`src/rtl/hub75_scan_if.sv`:
```
// Framebuffer read port and HUB75 panel pins for the scan engine.
// The master side is the scanner; the slave side is the framebuffer and panel.
interface hub75_scan_if;
  logic [5:0]  fb_col;
  logic [63:0] fb_data;
  logic        r1;
  logic        r2;
  logic        sclk;
  logic        lat;
  logic        oe_n;
  logic [4:0]  addr;

  modport master (
    output fb_col, r1, r2, sclk, lat, oe_n, addr,
    input  fb_data
  );

  modport slave (
    input  fb_col, r1, r2, sclk, lat, oe_n, addr,
    output fb_data
  );
endinterface

```
`src/rtl/hub75_scan.sv`:
```
// 1/32-scan HUB75 driver: shifts one 64-column row pair from a column-major
// 64x64 framebuffer, blanks, latches and displays it, then moves to the next row.
module hub75_scan #(
  parameter int SCLK_DIV  = 1,
  parameter int ON_CYCLES = 64
) (
  input  logic         clk,
  input  logic         reset,
  input  logic         enable,
  output logic         frame_start,
  hub75_scan_if.master panel
);

  localparam logic [2:0] IDLE     = 3'd0;
  localparam logic [2:0] PREFETCH = 3'd1;
  localparam logic [2:0] SHIFT_LO = 3'd2;
  localparam logic [2:0] SHIFT_HI = 3'd3;
  localparam logic [2:0] BLANK    = 3'd4;
  localparam logic [2:0] LATCH    = 3'd5;
  localparam logic [2:0] DISPLAY  = 3'd6;

  localparam logic [3:0]  DIV_LAST = 4'(SCLK_DIV - 1);
  localparam logic [11:0] ON_LAST  = 12'(ON_CYCLES - 1);

  logic [2:0]  state;
  logic [4:0]  row;
  logic [5:0]  x;
  logic [3:0]  div_cnt;
  logic [11:0] on_cnt;

  logic [5:0]  fb_col_q;
  logic        r1_q;
  logic        r2_q;
  logic        sclk_q;
  logic        lat_q;
  logic        oe_n_q;
  logic [4:0]  addr_q;
  logic        frame_start_q;

  // Row a sits at bit a of the column word, row a+32 at bit a+32.
  logic top_bit;
  logic bot_bit;
  assign top_bit = panel.fb_data[{1'b0, row}];
  assign bot_bit = panel.fb_data[{1'b1, row}];

  always_ff @(posedge clk or negedge reset) begin
    if (!reset) begin
      state         <= IDLE;
      row           <= 5'd0;
      x             <= 6'd0;
      div_cnt       <= 4'd0;
      on_cnt        <= 12'd0;
      fb_col_q      <= 6'd0;
      r1_q          <= 1'b0;
      r2_q          <= 1'b0;
      sclk_q        <= 1'b0;
      lat_q         <= 1'b0;
      oe_n_q        <= 1'b1;
      addr_q        <= 5'd0;
      frame_start_q <= 1'b0;
    end else begin
      frame_start_q <= 1'b0;
      lat_q         <= 1'b0;
      case (state)
        IDLE: begin
          oe_n_q <= 1'b1;
          sclk_q <= 1'b0;
          if (enable) begin
            state         <= PREFETCH;
            row           <= 5'd0;
            x             <= 6'd0;
            fb_col_q      <= 6'd0;
            frame_start_q <= 1'b1;
          end
        end
        PREFETCH: begin
          state   <= SHIFT_LO;
          sclk_q  <= 1'b0;
          r1_q    <= top_bit;
          r2_q    <= bot_bit;
          div_cnt <= DIV_LAST;
        end
        SHIFT_LO: begin
          if (div_cnt == 4'd0) begin
            // Request the next column now so its word is ready by the next sample.
            state    <= SHIFT_HI;
            sclk_q   <= 1'b1;
            fb_col_q <= x + 6'd1;
            div_cnt  <= DIV_LAST;
          end else begin
            div_cnt <= div_cnt - 4'd1;
          end
        end
        SHIFT_HI: begin
          if (div_cnt == 4'd0) begin
            sclk_q <= 1'b0;
            if (x == 6'd63) begin
              state  <= BLANK;
              oe_n_q <= 1'b1;
              addr_q <= row;
            end else begin
              state   <= SHIFT_LO;
              x       <= x + 6'd1;
              r1_q    <= top_bit;
              r2_q    <= bot_bit;
              div_cnt <= DIV_LAST;
            end
          end else begin
            div_cnt <= div_cnt - 4'd1;
          end
        end
        BLANK: begin
          state <= LATCH;
          lat_q <= 1'b1;
        end
        LATCH: begin
          state  <= DISPLAY;
          oe_n_q <= 1'b0;
          on_cnt <= ON_LAST;
        end
        DISPLAY: begin
          if (on_cnt == 12'd0) begin
            oe_n_q <= 1'b1;
            if (enable) begin
              state         <= PREFETCH;
              row           <= row + 5'd1;
              x             <= 6'd0;
              fb_col_q      <= 6'd0;
              frame_start_q <= (row == 5'd31);
            end else begin
              state <= IDLE;
              row   <= 5'd0;
            end
          end else begin
            on_cnt <= on_cnt - 12'd1;
          end
        end
        default: begin
          state  <= IDLE;
          oe_n_q <= 1'b1;
          sclk_q <= 1'b0;
        end
      endcase
    end
  end

  assign panel.fb_col = fb_col_q;
  assign panel.r1     = r1_q;
  assign panel.r2     = r2_q;
  assign panel.sclk   = sclk_q;
  assign panel.lat    = lat_q;
  assign panel.oe_n   = oe_n_q;
  assign panel.addr   = addr_q;
  assign frame_start  = frame_start_q;

endmodule

```
`src/flat_wrapper.sv`:
```
// flat-port wrapper written by rule: the top's interface ports become plain ports
module hub75_scan_flat 
#(
  parameter int SCLK_DIV  = 1,
  parameter int ON_CYCLES = 64
)
  (clk, reset, enable, frame_start, panel_fb_col, panel_r1, panel_r2, panel_sclk, panel_lat, panel_oe_n, panel_addr, panel_fb_data);
  hub75_scan_if panel_i ();
  input  logic clk;
  input  logic reset;
  input  logic enable;
  output logic frame_start;
  output wire logic [$bits(panel_i.fb_col)-1:0] panel_fb_col;
  output wire logic [$bits(panel_i.r1)-1:0] panel_r1;
  output wire logic [$bits(panel_i.r2)-1:0] panel_r2;
  output wire logic [$bits(panel_i.sclk)-1:0] panel_sclk;
  output wire logic [$bits(panel_i.lat)-1:0] panel_lat;
  output wire logic [$bits(panel_i.oe_n)-1:0] panel_oe_n;
  output wire logic [$bits(panel_i.addr)-1:0] panel_addr;
  input wire logic [$bits(panel_i.fb_data)-1:0] panel_fb_data;
  assign panel_fb_col = panel_i.fb_col;
  assign panel_r1 = panel_i.r1;
  assign panel_r2 = panel_i.r2;
  assign panel_sclk = panel_i.sclk;
  assign panel_lat = panel_i.lat;
  assign panel_oe_n = panel_i.oe_n;
  assign panel_addr = panel_i.addr;
  assign panel_i.fb_data = panel_fb_data;
  hub75_scan #(.SCLK_DIV(SCLK_DIV), .ON_CYCLES(ON_CYCLES)) u_core (.clk(clk), .reset(reset), .enable(enable), .frame_start(frame_start), .panel(panel_i));
endmodule
```
`config.mk`:
```
export PLATFORM = sky130hd
export DESIGN_NAME = hub75_scan_flat
export DESIGN_NICKNAME = d
export VERILOG_FILES = /design/src/rtl/hub75_scan_if.sv /design/src/rtl/hub75_scan.sv /design/src/flat_wrapper.sv
export SDC_FILE = /design/constraint.sdc
export NUM_CORES = 1
export LEC_CHECK = 0
export ABC_AREA = 0
export CAP_MARGIN = 30
export CORE_MARGIN = 2
export CORE_UTILIZATION = 43
export DETAILED_ROUTE_END_ITERATION = 7
export HOLD_SLACK_MARGIN = 0.12
export PLACE_DENSITY = 0.86
export SLEW_MARGIN = 10
export SYNTH_ARGS = -nofsm -noshare
export SYNTH_HDL_FRONTEND = slang
export SYNTH_SLANG_ARGS = --single-unit
```
`constraint.sdc`:
```
create_clock -name clk -period 2.01 [get_ports clk]
set_input_delay 0.402 -clock clk [delete_from_list [all_inputs] [get_ports clk]]
set_output_delay 0.402 -clock clk [all_outputs]
set_load 0.01 [all_outputs]
```
==> results of run 1 <==
==> layout by cell type (no fill, tap or decap), types with 4 or more instances in the layout <==
| master | instances |
|---|---|
| or3_1 | 5 |
| clkdlybuf4s50_1 | 82 |
| o22ai_1 | 4 |
| xor2_1 | 7 |
| o31ai_1 | 4 |
| a21oi_1 | 6 |
| buf_4 | 18 |
| inv_1 | 5 |
| nor3_1 | 7 |
| nor2_1 | 21 |
| mux4_2 | 16 |
| nand2_1 | 26 |
| nand3_1 | 24 |
| o21ai_0 | 24 |
| xnor2_1 | 4 |
| dfrtp_1 | 46 |
| and3_1 | 8 |
| clkbuf_8 | 5 |
| a31oi_1 | 4 |
| mux2_2 | 5 |
| ha_1 | 5 |
==> what timing repair did <==
action | in CTS | in global routing
cloned | 0 | 0
buffers inserted | 0 | 1
hold buffers | 1 | 0
resized for setup | 2 | 14
endpoints found under the hold margin | 46 | 0
endpoints found under the setup margin | 6 | 22
pin swaps | 0 | 1
==> final cells by class <==
type | instances | area, um2 | share of cell area (%)
clock buffers | 5 | 68.8 | 1.67
clock inverters | 3 | 47.5 | 1.15
inverters | 8 | 30.0 | 0.727
multi-input cells | 219 | 1680 | 40.6
flip-flops and latches | 47 | 1180 | 28.5
well taps | 80 | 100 | 2.42
repair buffers | 105 | 1030 | 24.9
==> cells in the mapped netlist (2+ instances only) <==
cell type  count
a21oi_1        6
a22o_1         2
a22oi_1        3
a31oi_1        4
and2_1         2
and3_1         9
buf_2          4
clkbuf_1      10
dfrtp_1       46
ha_1           6
inv_1          7
mux2_2         5
mux2i_1        2
mux4_2        16
nand2_1       26
nand2b_1       3
nand3_1       24
nand4b_1       2
nor2_1        21
nor2b_1        3
nor3_1         7
o21ai_0       26
o22ai_1        5
o31ai_1        4
o32ai_1        3
or3_1          5
or4_1          3
xnor2_1        4
xor2_1         7
==> worst max-delay path, stage by stage, from the launching register on <==
cell	delay (ns)
dfrtp_1	0.38
inv_2	0.07
ha_4	0.16
nor4b_4	0.13
or4b_4	0.49
or4_4	0.43
xor2_1	0.15
nor2_1	0.06
==> stage by stage <==
| stage | cells | power, mW | setup TNS [ns] | setup slack [ns] | instance area, um2 |
|---|---|---|---|---|---|
| 2_1_floorplan | 291 | 1.00 | 0 | 0.0193 | 2910 |
| 3_3_place_gp | 457 | 1.16 | 0 | 0.0748 | 3950 |
| 3_5_place_dp | 457 | 1.17 | -0.104 | -0.0285 | 3950 |
| 4_1_cts | 466 | 1.89 | 0 | 0.00423 | 4080 |
| 5_1_grt | 467 | 1.94 | -0.0308 | -0.0191 | 4130 |
| 6_report | 467 | 1.87 | 0 | 0.0333 | 4130 |
==> power by group <==
part	internal [mW]	switching, mW
Clock	0.377	0.346
Combinational	0.148	0.0537
Sequential	0.947	0.00120
Total	1.47	0.401
==> cell families (layout without fill, tap and decap cells) <==
kind of cell	count (synthesis)	count (layout)	share of synthesized area, %
flops	47	47	40.4
simple gates	115	115	21.0
fa+ha+maj	7	7	2.92
xor+xnor	11	11	3.31
buf+inv	25	121	3.78
compound gates	63	63	13.7
mux	23	23	15.0
==> routing by layer <==
layer | wire length (um) | share of wire (%) | track usage (%) | vias up
met4 | 130 | 1.6 | 6.68 | 0
met1 | 3180 | 39 | 26.2 | 1326
met5 | 0 | 0 | 0 | -
met2 | 4370 | 54 | 42.7 | 89
met3 | 480 | 5.9 | 3.71 | 11
li1 | - | - | - | 1282
==> flip-flops by register name, indices dropped and copies added (netlist names) <==
register / flops
u_core.panel.r2: 1
u_core.row: 5
u_core.panel.r1: 1
u_core.panel.fb_col: 6
u_core.panel.oe_n: 1
u_core.panel.sclk: 1
u_core.state: 3
u_core.frame_start: 1
u_core.on_cnt: 12
u_core.x: 6
u_core.panel.addr: 5
u_core.div_cnt: 4
u_core.panel.lat: 1
==> worst paths after layout <==
| check | start | to | cells after the start |
|---|---|---|---|
| setup reg to reg | u_core.on_cnt[1]$_DFFE_PN0P_ | u_core.on_cnt[11]$_DFFE_PN0P_ | 7 |
| min in group asynchronous | reset | u_core.state[2]$_DFFE_PN0P_ | 3 |
| setup / recovery | u_core.on_cnt[1]$_DFFE_PN0P_ | u_core.on_cnt[11]$_DFFE_PN0P_ | 7 |
| hold reg to reg | u_core.panel.fb_col[2]$_DFFE_PN0P_ | u_core.panel.fb_col[2]$_DFFE_PN0P_ | 2 |
| hold / removal | u_core.panel.fb_col[2]$_DFFE_PN0P_ | u_core.panel.fb_col[2]$_DFFE_PN0P_ | 2 |
| max in group asynchronous | reset | u_core.panel.oe_n$_DFFE_PN1P_ | 3 |
==> results.md, run 1 <==
- Clock sinks: 47
- Synth warn: 0
- Layout cells sized above 1: roughly 17%
- First-pass GRT wire length: 13,400 um
- RSZ-0062 raised after global routing: true
- Synth Cell Area: between 2000 and 3000 um2
- CP startpoint kind: flop
- Critical path capture point type: flop
- Final period utilization: 98.3%
- Wire per inst: roughly 17 um
- DRC: 0
- Clk Latency, worst-skew pair: 0.31 ns
- Area leader, netlist: dfrtp_1
- Post-Synthesis Cells: 291
- Max Cap Viol: 0
- Top_reg_cell synth: dfrtp_1
- Crit path kind: reg2reg
- Slew @ Worst Pin: ~0.65 ns
- CP Max Fanout: 3
- Number of port buffers: 83
- Crit path required time: 2.21 ns
- Fillers: 523
- Ant. Diodes: 0
- DP HPWL: 6090 um
- Die H: 86.3 um
- Synthesized area per cell: 10.0 um2
- Leak: 1.74 nW
- Total grt overflow: 0
- Final estimated routing congestion in global placement: approximately 0.82
- Core Footprint: around 6700 um2
- Via count: 2,708
- Area delta synth->final: 41.8%
- H-tree levels: 2
- Initial antenna violation count: 0
- Hold Path Class: reg2reg
- Die Span X: ~86 um
- F_max: 506 MHz
- Via density per instance: about 5.8
- Total CTS buffers: 5
- Flop2flop setup slack: ~0.033 ns
- Synthesized Nets: roughly 360
- CTS root buf: clkbuf_8
- Post-synth top area share: 39.5%
- Vias in the first global route: 2,802
- Minimum clock period: 1.98 ns
- Initial Util: 43.6%
- Max-slew violations: 0
- Worst Clk Skew: a little over 0.01 ns
- Unique masters post-synth: 55
- Final ANT Viol Nets: 0
- NumNets Final: 459
- Hold slack: 0.514 ns
- Largest net degree at the start of global routing: 48
- Final hold viol count: 0
- Total track usage: approximately 23%
- Wirelength, routed: between 8000 and 9000 um
- Post-synth EDFFs: 0
- Status: complete, no violations
- Synth Register Bits: 47
- Clock transition at path regs: 0.10 ns
- Maximum VDD drop: 0.270 mV
- Arrival time worst endpoint: 2.17 ns
- Share of flip-flops with an asynchronous set or reset: 100%
- CTS tree: done
- Setup-failing EPs final: 0
- Largest cells by area after synthesis: dfrtp_1, mux4_2, o21ai_0
- DIE AREA: approximately 7500 um2
- Rows: 30
- TritonRoute pass-1 iters: 4
- I/O pin total: 84
- Final core utilization: 61.9%
- Sequential fraction of the synthesis area: 40.4%
- PwrDens: 453 nW/um2
- DRT iter0 DRCs: 149
- Slew headroom: 56.9%
- Clock buffer depth: 2
Power figures use the tool's default switching activity.
==> run 2: changes to the inputs <==
Settings changed: ABC_AREA 0 to 1, ABC_CLOCK_PERIOD_IN_PS set to 2009, CORE_UTILIZATION 43 to 45, PLACE_DENSITY 0.86 to 0.87.
==> run 2 against run 1 <==
Maximum frequency is 9.4% higher. Global-route usage is 0.55 points lower. Clock skew is 0.0029 ns higher. Via count is 24% higher. Highest routed layer unchanged. Critical endpoint is now u_core.div_cnt[3]$_DFFE_PN0P_. Non-clock buffer count is 14 lower. Largest cell class unchanged. Sequential share of layout area is 2.0 points lower. Register-to-register slack better by 0.17 ns. Largest power group unchanged.
==> results.md, run 2 <==
- Status: complete, no violations
- Slew @ Worst Pin: 0.546 ns (-0.101 ns)
- Final period utilization: 89.9% (-8.4 points)
- RSZ-0062 raised after global routing: false
- Max Cap Viol: 0 (unchanged)
- Worst Clk Skew: 0.0131 ns (+0.00293 ns)
- Maximum VDD drop: 0.465 mV (+73%)
- Sequential fraction of the synthesis area: 35.0% (-5.4 points)
- H-tree levels: 2 (unchanged)
- Initial Util: 46.4% (+2.8 points)
- FF+latch area: 1180 um2 (unchanged)
- Count leader, synth: nand2_1
- Fillers: 617 (+18%)
- Final estimated routing congestion in global placement: 0.958 (+16%)
- Critical path capture point type: flop
- CP top delay family: simple AND/OR/NAND/NOR gates
- Final ANT Viol Nets: 0 (unchanged)
- Post-route worst setup slack: 0.203 ns (+0.170 ns)
- Synthesized area per cell: 6.89 um2 (-31%)
- DP HPWL: 6880 um (+13%)
- Vias in the first global route: 3,257 (+16%)
- FF-to-FF path depth: 9 (+2)
- Commonest non-fill, non-tap cell in the layout: nand2_1
- Final hold viol count: 0 (unchanged)
- Setup-failing EPs final: 0 (unchanged)
- CP Max Fanout: 11 (+8)
- Synth Register Bits: 47 (unchanged)
- F_max: 553 MHz (+9.4%)
- Biggest register: u_core.on_cnt
- Area leader, netlist: dfrtp_1
- Placed Cells: 663 (+45%)
- Initial antenna violation count: 0 (unchanged)
- Hold Path Class: reg2reg
- Worst path bufs/invs: 1 (unchanged)
- Post-synth EDFFs: 0 (unchanged)
- Hold Path Sink: u_core.panel.fb_col[0]$_DFFE_PN0P_
- Hold wc startpoint: u_core.panel.fb_col[0]$_DFFE_PN0P_
- DRT iter0 DRCs: 243 (+63%)
- Rows: 31 (+3.3%)
- FF-to-FF End: u_core.div_cnt[3]$_DFFE_PN0P_
- Crit path kind: reg2reg
- Total CTS buffers: 5 (unchanged)
- Commonest non-fill, non-tap cells in the layout: nand2_1, clkdlybuf4s50_1, inv_1
- Ant. Diodes: 0 (unchanged)
- Die H: 90.5 um (+4.8%)
- Largest cells by area after synthesis: dfrtp_1, nand2_1, nand3_1
- Final core utilization: 61.2% (-0.68 points)
- CP startpoint kind: flop
- Post-Synthesis Cells: 488 (+68%)
- Minimum clock period: 1.81 ns (-0.170 ns)
- Arrival time worst endpoint: 2.03 ns (-0.14 ns)
- Slew headroom: 63.4% (+6.5 points)
- Setup Slack @ Placement: 0.121 ns (+0.150 ns)
- Die Span X: 90.5 um (+4.8%)
- Clk Latency, worst-skew pair: 0.31 ns (about the same)
- Synth warn: 0 (unchanged)
- Crit-path slowest cell: dfrtp_1
- Top_reg_cell synth: dfrtp_1
- Via density per instance: 5.02 (-13%)
- Max-slew violations: 0 (unchanged)
- Total grt overflow: 0 (unchanged)
- Core Footprint: 7250 um2 (+8.6%)
- Slowest stage delay, CP: 0.41 ns (-0.08 ns)
- Crit path required time: 2.23 ns (+0.02 ns)
- Post-synth top area share: 34.2% (-5.3 points)
- CTS tree: done
- Leak: 2.23 nW (+28%)
- Clock buffer depth: 2 (unchanged)
- Flop2flop setup slack: 0.20 ns (+0.17 ns)
- CTS root buf: clkbuf_8
- Commonest cells in the netlist: nand2_1, inv_1, nand3_1
- NumNets Final: 645 (+41%)
- Final setup TNS: 0 ns (unchanged)
- I/O pin total: 84 (unchanged)
- Synth Cell Area: 3360 um2 (+15%)
- First-pass GRT wire length: 14,900 um (+12%)
- Hold path cells: 2 (unchanged)
- Wire per inst: 13.2 um (-24%)
- Crit path cell chain: ha_1 -> nand3_1 -> nor2_1 -> nand2_1 -> nor2_4 -> nand2_2 -> o21ai_1 -> inv_1 -> o22ai_1
- Share of flip-flops with an asynchronous set or reset: 100% (unchanged)
- Multi-input gate area: 1770 um2 (+5.7%)
- Via count: 3,371 (+24%)
- Non-Filler Instances: 672 (+44%)
- TritonRoute pass-1 iters: 5 (+1)
- Layout cells sized above 1: 11.0% (-6.1 points)
- DIE AREA: 8180 um2 (+9.8%)
- Number of port buffers: 83 (unchanged)
- PwrDens: 420 nW/um2 (-7.4%)
- Clock sinks: 47 (unchanged)
- R2R Path Start: u_core.x[0]$_DFFE_PN0P_
- Wirelength, routed: 8900 um (+9.0%)
- Max FFs per register: 12 (unchanged)
- Largest net degree at the start of global routing: 43 (-10%)
- Critical Path Stages: 9 (+2)
- Synthesized Nets: 561 (+54%)
- Unique masters post-synth: 40 (-27%)
- Clock transition at path regs: 0.09 ns (about the same)
- DRC: 0 (unchanged)
- Total track usage: 22.1% (-0.55 points)
- Area delta synth->final: 31.9%
-- run 2: cell count changes in the layout (fill, tap and decap cells not counted), sizes merged, moves of 9 or more --
| cell | before | now |
|---|---|---|
| nor2 | 21 | 35 |
| buf | 22 | 8 |
| nand3 | 24 | 74 |
| nand2 | 27 | 142 |
| inv | 8 | 84 |
| mux4 | 16 | 0 |
| and3 | 9 | 0 |
| or2 | 1 | 10 |
-- run 2: cell type report --
cell class | count | area share, %
tap | 99 | 2.79
multi-input combinational | 340 | 40.0
clock buffer | 5 | 1.55
inverter | 87 | 7.50
sequential | 47 | 26.5
clock inverter | 3 | 1.04
timing repair buffer | 91 | 20.6
-- run 2: tightest hold or removal path, cell delays in order (launching register included) --
cell     delay (ns)
dfrtp_1        0.35
nand2_1        0.05
nand2_1        0.05
-- run 2: kinds of logic after synthesis --
| group | Yosys count | share of synthesized area (%) |
|---|---|---|
| xor+xnor | 13 | 3.38 |
| compound gates | 48 | 8.44 |
| flops | 47 | 35.0 |
| fa+ha+maj | 6 | 2.23 |
| simple gates | 273 | 38.6 |
| buf+inv | 101 | 12.3 |
-- run 2: worst max-delay path by stage --
stage,startpoint,to,slack [ns]
floorplan,u_core.on_cnt[0]$_DFFE_PN0P_,u_core.x[2]$_DFFE_PN0P_,0.40
global placement,enable,u_core.x[1]$_DFFE_PN0P_,0.29
detailed placement,u_core.x[0]$_DFFE_PN0P_,u_core.div_cnt[2]$_DFFE_PN0P_,0.12
CTS,u_core.x[0]$_DFFE_PN0P_,u_core.div_cnt[3]$_DFFE_PN0P_,0.09
global route,u_core.div_cnt[0]$_DFFE_PN0P_,u_core.state[0]$_DFFE_PN0P_,0.05
finish,u_core.x[0]$_DFFE_PN0P_,u_core.div_cnt[3]$_DFFE_PN0P_,0.20
-- run 2: repair_timing --
action	4_1_cts	5_1_grt
hold buffers	1	0
hold endpoints to repair	20	0
endpoints found under the setup margin	0	4
buffers inserted	0	0
resized for setup	0	1
-- run 2: power by group --
group / internal (mW) / total, mW / leakage, nW / switching [mW]
Combinational: 0.138 / 0.210 / 1.62 / 0.0718
Sequential: 0.945 / 0.945 / 0.554 / 0
Clock: 0.375 / 0.708 / 0.0548 / 0.333
Total: 1.46 / 1.86 / 2.23 / 0.405
-- run 2: stage by stage --
stage	power (mW)	hold slack, ns	instance area [um2]
after floorplan	1.01	0.106	3360
after global placement	1.17	0.396	4310
after global routing	1.93	0.508	4440
after detailed placement	1.17	0.411	4310
after CTS	1.87	0.482	4430
final	1.86	0.479	4440
-- run 2: metal layers --
layer / global-route usage [%] / wire length, um / vias to the layer above
met5: 0 / 0 / -
met4: 7.44 / 190 / 0
met3: 4.76 / 663 / 16
met2: 37.7 / 4280 / 125
met1: 27.6 / 3760 / 1533
li1: - / - / 1697
